--- src/rtl/btn_pkg.sv ---
// Shared definitions for the push-button conditioning chain: FSM state encoding
// and the default 100 MHz timing constants used by every button instance.
package btn_pkg;

    typedef enum logic [2:0] {
        IDLE       = 3'd0,
        PRESS_DB   = 3'd1,
        HELD       = 3'd2,
        REPEAT     = 3'd3,
        RELEASE_DB = 3'd4
    } btn_state_t;

    localparam int unsigned DEF_DB_CYCLES     = 1000000;   // 10 ms
    localparam int unsigned DEF_REPEAT_DELAY  = 50000000;  // 500 ms
    localparam int unsigned DEF_REPEAT_PERIOD = 10000000;  // 100 ms

    function automatic int unsigned max3(input int unsigned a, input int unsigned b,
                                         input int unsigned c);
        int unsigned m;
        m = (a > b) ? a : b;
        return (m > c) ? m : c;
    endfunction

endpackage

--- src/rtl/sync_2ff.sv ---
// Two-flop synchronizer for asynchronous board inputs (buttons, switches).
// Both stages clear to 0 on a synchronous active-low reset.
module sync_2ff #(
    parameter int WIDTH = 1
) (
    input  logic             clk,
    input  logic             rst_n,
    input  logic [WIDTH-1:0] d_i,
    output logic [WIDTH-1:0] q_o
);

    logic [WIDTH-1:0] s1_q;
    logic [WIDTH-1:0] s2_q;

    always_ff @(posedge clk) begin
        if (!rst_n) begin
            s1_q <= '0;
            s2_q <= '0;
        end else begin
            s1_q <= d_i;
            s2_q <= s1_q;
        end
    end

    assign q_o = s2_q;

endmodule

--- src/rtl/btn_conditioner.sv ---
// Push-button conditioner: synchronizes a raw pin, debounces press and release,
// and emits a one-cycle pulse per accepted press plus optional auto-repeat pulses.
module btn_conditioner
    import btn_pkg::*;
#(
    parameter int unsigned DB_CYCLES     = DEF_DB_CYCLES,
    parameter bit          REPEAT_EN     = 1'b1,
    parameter int unsigned REPEAT_DELAY  = DEF_REPEAT_DELAY,
    parameter int unsigned REPEAT_PERIOD = DEF_REPEAT_PERIOD
) (
    input  logic clk,
    input  logic rst_n,
    input  logic in,
    output logic out,
    output logic level
);

    localparam int unsigned CNT_MAX = max3(DB_CYCLES, REPEAT_DELAY, REPEAT_PERIOD);
    localparam int          CNT_W   = $clog2(CNT_MAX);

    localparam logic [CNT_W-1:0] DB_LAST     = CNT_W'(DB_CYCLES - 1);
    localparam logic [CNT_W-1:0] DELAY_LAST  = CNT_W'(REPEAT_DELAY - 1);
    localparam logic [CNT_W-1:0] PERIOD_LAST = CNT_W'(REPEAT_PERIOD - 1);

    logic             s2;
    btn_state_t       state_q, state_d;
    logic [CNT_W-1:0] cnt_q, cnt_d;
    logic             out_q, out_d;
    logic             level_q, level_d;
    logic             pulse;

    sync_2ff #(
        .WIDTH(1)
    ) u_sync (
        .clk  (clk),
        .rst_n(rst_n),
        .d_i  (in),
        .q_o  (s2)
    );

    always_ff @(posedge clk) begin
        if (!rst_n) begin
            state_q <= IDLE;
            cnt_q   <= '0;
            out_q   <= 1'b0;
            level_q <= 1'b0;
        end else begin
            state_q <= state_d;
            cnt_q   <= cnt_d;
            out_q   <= out_d;
            level_q <= level_d;
        end
    end

    // A change on s2 is tested before any terminal count so it always wins.
    always_comb begin
        state_d = state_q;
        cnt_d   = cnt_q;
        level_d = level_q;
        pulse   = 1'b0;
        unique case (state_q)
            IDLE: begin
                if (s2) begin
                    state_d = PRESS_DB;
                    cnt_d   = '0;
                end
            end
            PRESS_DB: begin
                if (!s2) begin
                    state_d = IDLE;
                    cnt_d   = '0;
                end else if (cnt_q == DB_LAST) begin
                    state_d = HELD;
                    cnt_d   = '0;
                    level_d = 1'b1;
                    pulse   = 1'b1;
                end else begin
                    cnt_d = cnt_q + CNT_W'(1);
                end
            end
            HELD: begin
                if (!s2) begin
                    state_d = RELEASE_DB;
                    cnt_d   = '0;
                end else if (REPEAT_EN && (cnt_q == DELAY_LAST)) begin
                    state_d = REPEAT;
                    cnt_d   = '0;
                    pulse   = 1'b1;
                end else if (cnt_q != DELAY_LAST) begin
                    cnt_d = cnt_q + CNT_W'(1);
                end
            end
            REPEAT: begin
                if (!s2) begin
                    state_d = RELEASE_DB;
                    cnt_d   = '0;
                end else if (cnt_q == PERIOD_LAST) begin
                    cnt_d = '0;
                    pulse = 1'b1;
                end else begin
                    cnt_d = cnt_q + CNT_W'(1);
                end
            end
            RELEASE_DB: begin
                if (s2) begin
                    state_d = HELD;
                    cnt_d   = '0;
                end else if (cnt_q == DB_LAST) begin
                    state_d = IDLE;
                    cnt_d   = '0;
                    level_d = 1'b0;
                end else begin
                    cnt_d = cnt_q + CNT_W'(1);
                end
            end
            default: begin
                state_d = IDLE;
                cnt_d   = '0;
                level_d = 1'b0;
            end
        endcase
        // Back-to-back pulses (only possible with a 1-cycle delay/period) are merged.
        out_d = pulse & ~out_q;
    end

    assign out   = out_q;
    assign level = level_q;

endmodule

--- config.mk ---
export PLATFORM = sky130hd
export DESIGN_NAME = btn_conditioner
export DESIGN_NICKNAME = d
export VERILOG_FILES = /design/src/rtl/btn_pkg.sv /design/src/rtl/sync_2ff.sv /design/src/rtl/btn_conditioner.sv
export SDC_FILE = /design/constraint.sdc
export NUM_CORES = 1
export LEC_CHECK = 0
export BUFFER_PORTS_ARGS = -buffer_cell sky130_fd_sc_hd__buf_4
export CAP_MARGIN = 10
export CORE_AREA = 2 2 61 63
export DETAILED_ROUTE_END_ITERATION = 8
export DIE_AREA = 0 0 63 65
export PLACE_DENSITY = 0.75
export SETUP_SLACK_MARGIN = 0.2
export SYNTH_ARGS = -nofsm -noshare
export SYNTH_HDL_FRONTEND = slang
export SYNTH_SLANG_ARGS = --single-unit
export TNS_END_PERCENT = 20
--- constraint.sdc ---
create_clock -name clk -period 3.68 [get_ports clk]
set_clock_uncertainty 0.2 [all_clocks]
set_input_delay 0.184 -clock clk [delete_from_list [all_inputs] [get_ports clk]]
set_output_delay 0.184 -clock clk [all_outputs]
set_load 0.05 [all_outputs]
# Word-level counts from Yosys, hierarchy flattened
# Index checks and enable logic that the tools add are counted.
# W data, S select, Z words.
# word_totals
in_bits,3
reg_bits,33
output_inout_bits,2
# op_classes
n_reduce_logical,5
n_bitwise,3
mux,31
eq_ne,18
add_sub_neg,1
# op_table
cell,count
$mux W26,9
$pmux W26 S5,1
$add A26 B1 Y26 const B,1
$eq A26 B20 Y1 const B,1
$eq A26 B24 Y1 const B,1
$eq A26 B26 Y1 const B,1
$ne A26 B26 Y1 const B,1
$mux W3,8
$pmux W3 S5,1
$mux W1,10
$reduce_and A5 Y1,2
$ne A2 B2 Y1 const B,4
$eq A3 B2 Y1 const B,2
$ne A3 B3 Y1 const B,2
$pmux W1 S3,2
$ne A2 B1 Y1 const B,2
$ne A4 B4 Y1 const B,1
$eq A3 B1 Y1 const B,1
$eq A3 B3 Y1 const B,1
$logic_not A3 Y1,1
$ne A3 B2 Y1 const B,1
$reduce_or A3 Y1,1
$not A1 Y1,2
$reduce_and A2 Y1,1
$and A1 B1 Y1,1

# Depth between registers and ports, before layout
# Gate-level depths: netlist (run 1).
# depth
ltp_word,5
ltp_mapped,10

# By module
# From an unflattened synthesis (run 1), not the netlist that was laid out.
# hier_totals
hier_cells,243
hier_area_um2,2043.2
# modules_own_cells
mod,instances,seq_area_each_um2,cells_per_inst,area_each_um2
btn_conditioner,1,620.6,239,1990.7
sync_2ff,1,40.0,4,52.6

# Worst setup path before layout (run 1)
# No wires, ideal clock.
# synth_timing
kind,register to register
from,reg cnt_q[0]
to,reg cnt_q[18]
t_arrival_ns,2.014
stages_incl_launch_ff,10
path_buffers,2
t_required_ns,3.406
slack_ns,1.392
cell_sequence,dfxtp_1 -> ha_1 -> and3_1 -> and2_1 -> clkbuf_1 -> o2111a_1 -> o21ai_1 -> buf_4 -> or3b_1 -> a31oi_1
# synth_via
elab_chain_len,5
# synth_rtl
element,line_no,rtl
start: declaration,btn_conditioner.sv:27,"logic [CNT_W-1:0] cnt_q, cnt_d;"
start signal: assignment,btn_conditioner.sv:49,cnt_q <= cnt_d;
$add A26 B1 Y26,--,
$mux W26,btn_conditioner.sv:89,end else if (cnt_q != DELAY_LAST) begin
$mux W26,btn_conditioner.sv:85,end else if (REPEAT_EN && (cnt_q == DELAY_LAST)) begin
$mux W26,btn_conditioner.sv:82,if (!s2) begin
$pmux W26 S5,btn_conditioner.sv:61,unique case (state_q)
# Parallel ways exist; a longest one is shown, timed or not. The select of a mux whose other input is x is not followed.
# A chain may end at the register's enable or synchronous reset.

# Worst setup path in the final report (run 1)
# layout_timing
from,reg cnt_q[0]
to,reg cnt_q[9]
# Same word-level chain as after synthesis.

==> results of run 1 <==
==> worst max path at each step <==
stage / slack [ps] / from / to / depth (start not counted)
after floorplan: 1390 / cnt_q[0] / cnt_q[18] / 9
after global placement: 990 / cnt_q[0] / cnt_q[20] / 7
after detailed placement: 930 / cnt_q[0] / cnt_q[9] / 7
after CTS: 880 / cnt_q[0] / cnt_q[9] / 7
after global routing: 570 / cnt_q[0] / cnt_q[9] / 7
final: 860 / cnt_q[0] / cnt_q[9] / 7
==> logic make-up after synthesis <==
family,Yosys count,synth area share
buffers and inverters,30,0.0706
multiplexers,4,0.0200
AND/OR/NAND/NOR,128,0.360
XOR/XNOR,6,0.0262
adder cells (fa/ha/maj),1,0.00625
flip-flops,33,0.330
AO/OA/AOI/OAI,58,0.187
==> through the flow <==
step	util	worst slack [ps]	hold WS [ps]	cells
final	0.599	864	233	307
after global routing	0.599	569	266	307
after CTS	0.599	885	238	307
after detailed placement	0.576	925	213	296
after global placement	0.576	995	190	296
after floorplan	-	1390	111	260
==> flip-flops by register name, summed over array words and instances, names as in the netlist <==
signal,flops
u_sync.q_o,1
out,1
cnt_q,26
state_q,3
level,1
u_sync.s1_q,1
==> routing by layer <==
metal  track usage  wire length (um)
met5             0                 0
met4         0.108                88
met3        0.0521               223
met2         0.399              2130
met1         0.316              2140
==> area by class of cell <==
cell class / instances / area (sq um) / area share
Clock buffer: 6 / 41.3 / 0.0197
Clock inverter: 2 / 10.0 / 0.00478
Tap cell: 48 / 60.1 / 0.0287
Timing Repair Buffer: 8 / 67.6 / 0.0323
Multi-Input combinational cell: 197 / 1210 / 0.576
Inverter: 13 / 48.8 / 0.0233
Sequential cell: 33 / 661 / 0.315
==> what timing repair did <==
action | in CTS | in global routing
hold buffers | 3 | 0
buffers inserted | 0 | 0
hold endpoints to repair | 6 | 0
==> power by group through the flow <==
stage / Combinational (mW) / Clock, mW / Sequential [mW]
2_1_floorplan: 0.0204 / 0 / 0.370
3_3_place_gp: 0.0255 / 0 / 0.372
3_5_place_dp: 0.0254 / 0 / 0.372
4_1_cts: 0.0280 / 0.207 / 0.364
5_1_grt: 0.0323 / 0.222 / 0.365
6_report: 0.0285 / 0.204 / 0.364
==> cell usage in the layout, fill, tap and decap left out, types with 2 or more instances in the layout <==
master / count
buf_4: 5
o21ai_1: 2
mux2i_1: 4
a41oi_1: 2
a211oi_1: 2
o22ai_1: 3
nor3b_1: 3
xnor2_1: 4
dlygate4sd3_1: 3
nor4_1: 10
nor3_1: 8
nand4_1: 6
inv_1: 13
a21oi_1: 11
nor2_1: 15
or3_1: 7
o21ai_0: 14
nand2_1: 28
or3b_1: 2
nand3b_1: 2
xor2_1: 2
a21o_1: 4
nand3_1: 17
and3_1: 5
and3b_1: 2
clkinv_2: 2
a31oi_1: 9
clkbuf_4: 5
dfxtp_1: 33
or4_1: 3
nor2b_1: 2
and2_1: 7
==> critical path, delay by kind of cell (launching register included) <==
| family | cells | cell delay [ps] |
|---|---|---|
| AO/OA/AOI/OAI | 4 | 1440 |
| adder cells (fa/ha/maj) | 1 | 210 |
| flip-flops | 1 | 420 |
| AND/OR/NAND/NOR | 2 | 460 |
==> run summary, run 1 <==
initial antenna violation count: 0
count leader, synth: dfxtp_1
worst-case vdd ir drop: 0.191 mV
FF-to-FF setup slack: 860 ps
RSZ-0062 raised after global routing: false
clk sinks: 33
switching share of power: 0.256
Tcrit/Tclk final: 0.765
Area contributors post-synth: dfxtp_1, nand2_1, nand3_1
Worst Path Required: 3730 ps
DRT iter0 DRCs: 123
syn_area_per_cell: 7.70 sq um
Placed Instance Area: 2010 sq um
first-pass GRT wire length: 7.89 mm
Post-DP HPWL: 3.32 mm
Main synth FF type: dfxtp_1
top-area cell type share of the netlist area: 0.330
DRT Wirelength: 4.58 mm
Reg2Reg Depth: 7
fin crit period: 2820 ps
Slowest cell on crit path: o22a_1
asr flop ratio synth: 0
WL per Instance: 14.9 um
clk slew on worst S/H paths: 110 ps
grt ovf: 0
Pint: 0.444 mW
fmax: 355 MHz
post-synthesis cell count: 260
Layout Nets: 262
Worst Hold Path Cells: 1
power share of the combinational group: 0.048
CP arrival: 2870 ps
Core Box Area: 3500 sq um
reg2reg start: cnt_q[0]
Pleak: 0.665 nW
worst slew pin tran: 1010 ps
Final Power: 0.597 mW
drt pass-1 iters: 4
PortBufs: 4
cts bufs inserted: 5
Tightest Hold Check Type: register to register
Synthesized Nets: 264
vias in the first global route: 1690
Placer Congestion: 0.869
fillers: 336
Worst Path Max Fanout: 19
die height: 65 um
Hold Path End: out
Crit. End Element: register
CTS tree: built
Non-Filler Cell Area, Final: 2090 sq um
Remaining DRCs: 0
Netlist Area Pre-Place: 2000 sq um
row cnt: 22
post-synthesis register bit count: 33
Initial Util: 0.573
Clk pwr share: 0.342
H-Tree Depth: 2
pwr dens: 285 nW/um^2
register area share after synthesis: 0.330
setup TNS: 0 ps
Synth warnings: 0
GRT Overall Usage: 0.246
Switch Pwr: 0.153 mW
final antenna-violating net count: 0
Ant. Diodes: 0
Slew Limit Fails: 0
Layout area overhead: 4.56%
Die ar.: 4100 sq um
post-synth cell types: 55
Max-cap violations: 0
via/cell ratio: 6.21
Post-synth EDFFs: 0
fraction of layout cells with a size suffix above 1: 0.0734
final hold vios: 0
crit path cell chain: ha_1 -> and3_1 -> nand3_1 -> o41ai_2 -> o22a_1 -> o21ai_0 -> a21o_1
Die Span X: 63 um
Slew HR: 0.322
CP startpoint kind: register
Worst-Skew Late Latency: 350 ps
cell taking the most area after synthesis: dfxtp_1
hold wc startpoint: out
CP Class: register to register
largest net degree at the start of global routing: 20
I/O pins: 5
post_cts resized: 0
CTS Root Cell: clkbuf_4
Max stage delay on crit path: 590 ps
Seq pwr share: 0.610
synth cell count leaders: dfxtp_1, nand2_1, nand3_1
clk buf depth: 2
DR vias: 1908
RR Endpoint: cnt_q[9]
status: finished clean
Final setup viols: 0
No activity file was read; power rests on OpenSTA's default activity.
==> run 2, diff against run 1 <==
CORE_AREA = 2 2 63 65   (was 2 2 61 63)
DIE_AREA = 0 0 65 67   (was 0 0 63 65)
PLACE_DENSITY = 0.74   (was 0.75)
clock period = 2.45 ns   (was 3.68 ns; I/O delays follow)
==> run 2 against run 1 <==
Against the previous run: register-to-register slack worse by 770 ps; final cell count rose by 17%; global-route usage rose by 5.0 points; via count rose by 20%; critical path depth up 2; largest cell class unchanged; highest routed layer unchanged; hold slack got worse by 220 ps; sequential cell count did not move; maximum frequency up 20%; core utilization is 16 points higher; sequential power is 49% higher; clock power increased to 2.7 times the previous value; critical path type unchanged; non-clock buffer count rose by 51.
==> run summary, run 2 (synthesis gave the netlist of run 1 again) <==
worst slew pin tran: 501 ps
Worst Path Required: 2470 ps
Remaining DRCs: 0
Pint: 0.894 mW
Switch Pwr: 0.256 mW
Worst Path Buf+Inv: 3
commonest non-fill, non-tap cell in the layout: buf_4
final hold vios: 0
Register Area: 686 sq um
Worst Hold Slack: 9.04 ps
Tcrit/Tclk final: 0.960
Non-Filler Cell Area, Final: 2730 sq um
Slew HR: 0.666
Crit. End Element: register
Die ar.: 4360 sq um
fraction of layout cells with a size suffix above 1: 0.326
crit path cell chain: buf_6 -> or3b_1 -> a21oi_4 -> o41ai_4 -> o22a_1 -> buf_4 -> buf_6 -> a41o_1 -> a31oi_1
clk buf depth: 2
Max stage delay on crit path: 390 ps
Worst Path Max Fanout: 4
worst-case vdd ir drop: 0.375 mV
fin crit period: 2350 ps
row cnt: 22
Slowest cell on crit path: or3b_1
cts bufs inserted: 5
RSZ-0062 raised after global routing: true
fmax: 425 MHz
clk sinks: 33
Largest register FFs: 26
Layout area overhead: 36.2%
setup TNS: 0 ps
Layout Nets: 313
CTS Root Cell: clkbuf_8
Multi-input gate area: 1330 sq um
Worst-Skew Late Latency: 300 ps
fillers: 232
Placer Congestion: 0.921
Tightest Hold Check Type: input pin to register
most flop-heavy register: cnt_q
switching share of power: 0.222
CP arrival: 2370 ps
GRT Overall Usage: 0.297
Core Box Area: 3610 sq um
PortBufs: 4
status: finished clean
pre-CTS setup slack: 78.5 ps
Final setup viols: 0
final antenna-violating net count: 0
H-Tree Depth: 2
drt pass-1 iters: 5
commonest cells after routing, fill and taps aside: buf_4, nand2_1, dfxtp_1, nand3_1, nor2_1
Die Span X: 65 um
CP Class: register to register
clk slew on worst S/H paths: 70 ps
power share of the combinational group: 0.053
vias in the first global route: 1983
Clk pwr share: 0.476
WL per Instance: 18.6 um
via/cell ratio: 6.40
Slew Limit Fails: 0
PnR worst setup slack: 98.2 ps
Placed Instance Area: 2260 sq um
DRT iter0 DRCs: 278
I/O pins: 5
Largest regs: cnt_q (26), state_q (3)
DR vias: 2290
CP startpoint kind: register
cell repeated most along the worst path: buf_6
pwr dens: 421 nW/um^2
first-pass GRT wire length: 9.69 mm
Ant. Diodes: 0
largest net degree at the start of global routing: 17
Max-cap violations: 0
Seq pwr share: 0.471
FF-to-FF setup slack: 100 ps
Post-DP HPWL: 3.80 mm
DRT Wirelength: 6.66 mm
CTS tree: built
initial antenna violation count: 0
grt ovf: 0
Final Power: 1.15 mW
CP delay by family, top: compound AO/OA/AOI/OAI gates
Initial Util: 0.556
Pleak: 0.978 nW
die height: 67 um
## run 2: cell count changes in the layout (fill, tap and decap cells not counted), moves of 3 or more
cell / change
buf_4: +44
dfxtp_1: -14
o21ai_1: +3
clkbuf_8: +6
nor4_1: -3
clkbuf_4: -5
o21ai_0: -4
dfxtp_4: +3
dfxtp_2: +11
buf_6: +6
## run 2: path summary, 6_finish.rpt
| path | from | to | cells past startpoint |
|---|---|---|---|
| setup / recovery | state_q[0] | cnt_q[21] | 9 |
| setup reg to reg | state_q[0] | cnt_q[21] | 9 |
| hold reg to reg | out | out | 1 |
| hold / removal | rst_n | cnt_q[13] | 3 |
## run 2: power by group through the flow
stage	sequential [mW]	combinational, mW	clock (mW)
finish	0.541	0.0613	0.547
global route	0.541	0.0652	0.577
CTS	0.544	0.0563	0.546
detailed placement	0.556	0.0496	0
global placement	0.556	0.0486	0
floorplan	0.555	0.0306	0
## run 2: layout make-up
type	count	area share
Inverter	13	0.0179
Clock inverter	1	0.0110
Tap cell	48	0.0220
Multi-Input combinational cell	197	0.488
Sequential cell	33	0.251
Clock buffer	7	0.0316
Timing Repair Buffer	59	0.178
## run 2: stage by stage
step | util | cells
global route | 0.757 | 358
global placement | 0.626 | 327
finish | 0.757 | 358
floorplan | - | 260
detailed placement | 0.626 | 327
CTS | 0.712 | 348
## run 2: layer usage
layer / wire [um] / GRT usage
met3: 608 / 0.0743
met2: 3200 / 0.459
met4: 253 / 0.154
met5: 0 / 0
met1: 2600 / 0.380
## run 2: timing repair
item                                    CTS  global route
gates resized for setup                  25            28
endpoints found under the hold margin     6             0
endpoints found under the setup margin   18            24
hold buffers                              3             0
setup buffers                            10            10
pin swaps                                 9             8
## run 2: tightest hold or removal path, stage by stage
cell,delay [ps]
buf_4,150
a31oi_1,120
o21ai_0,70
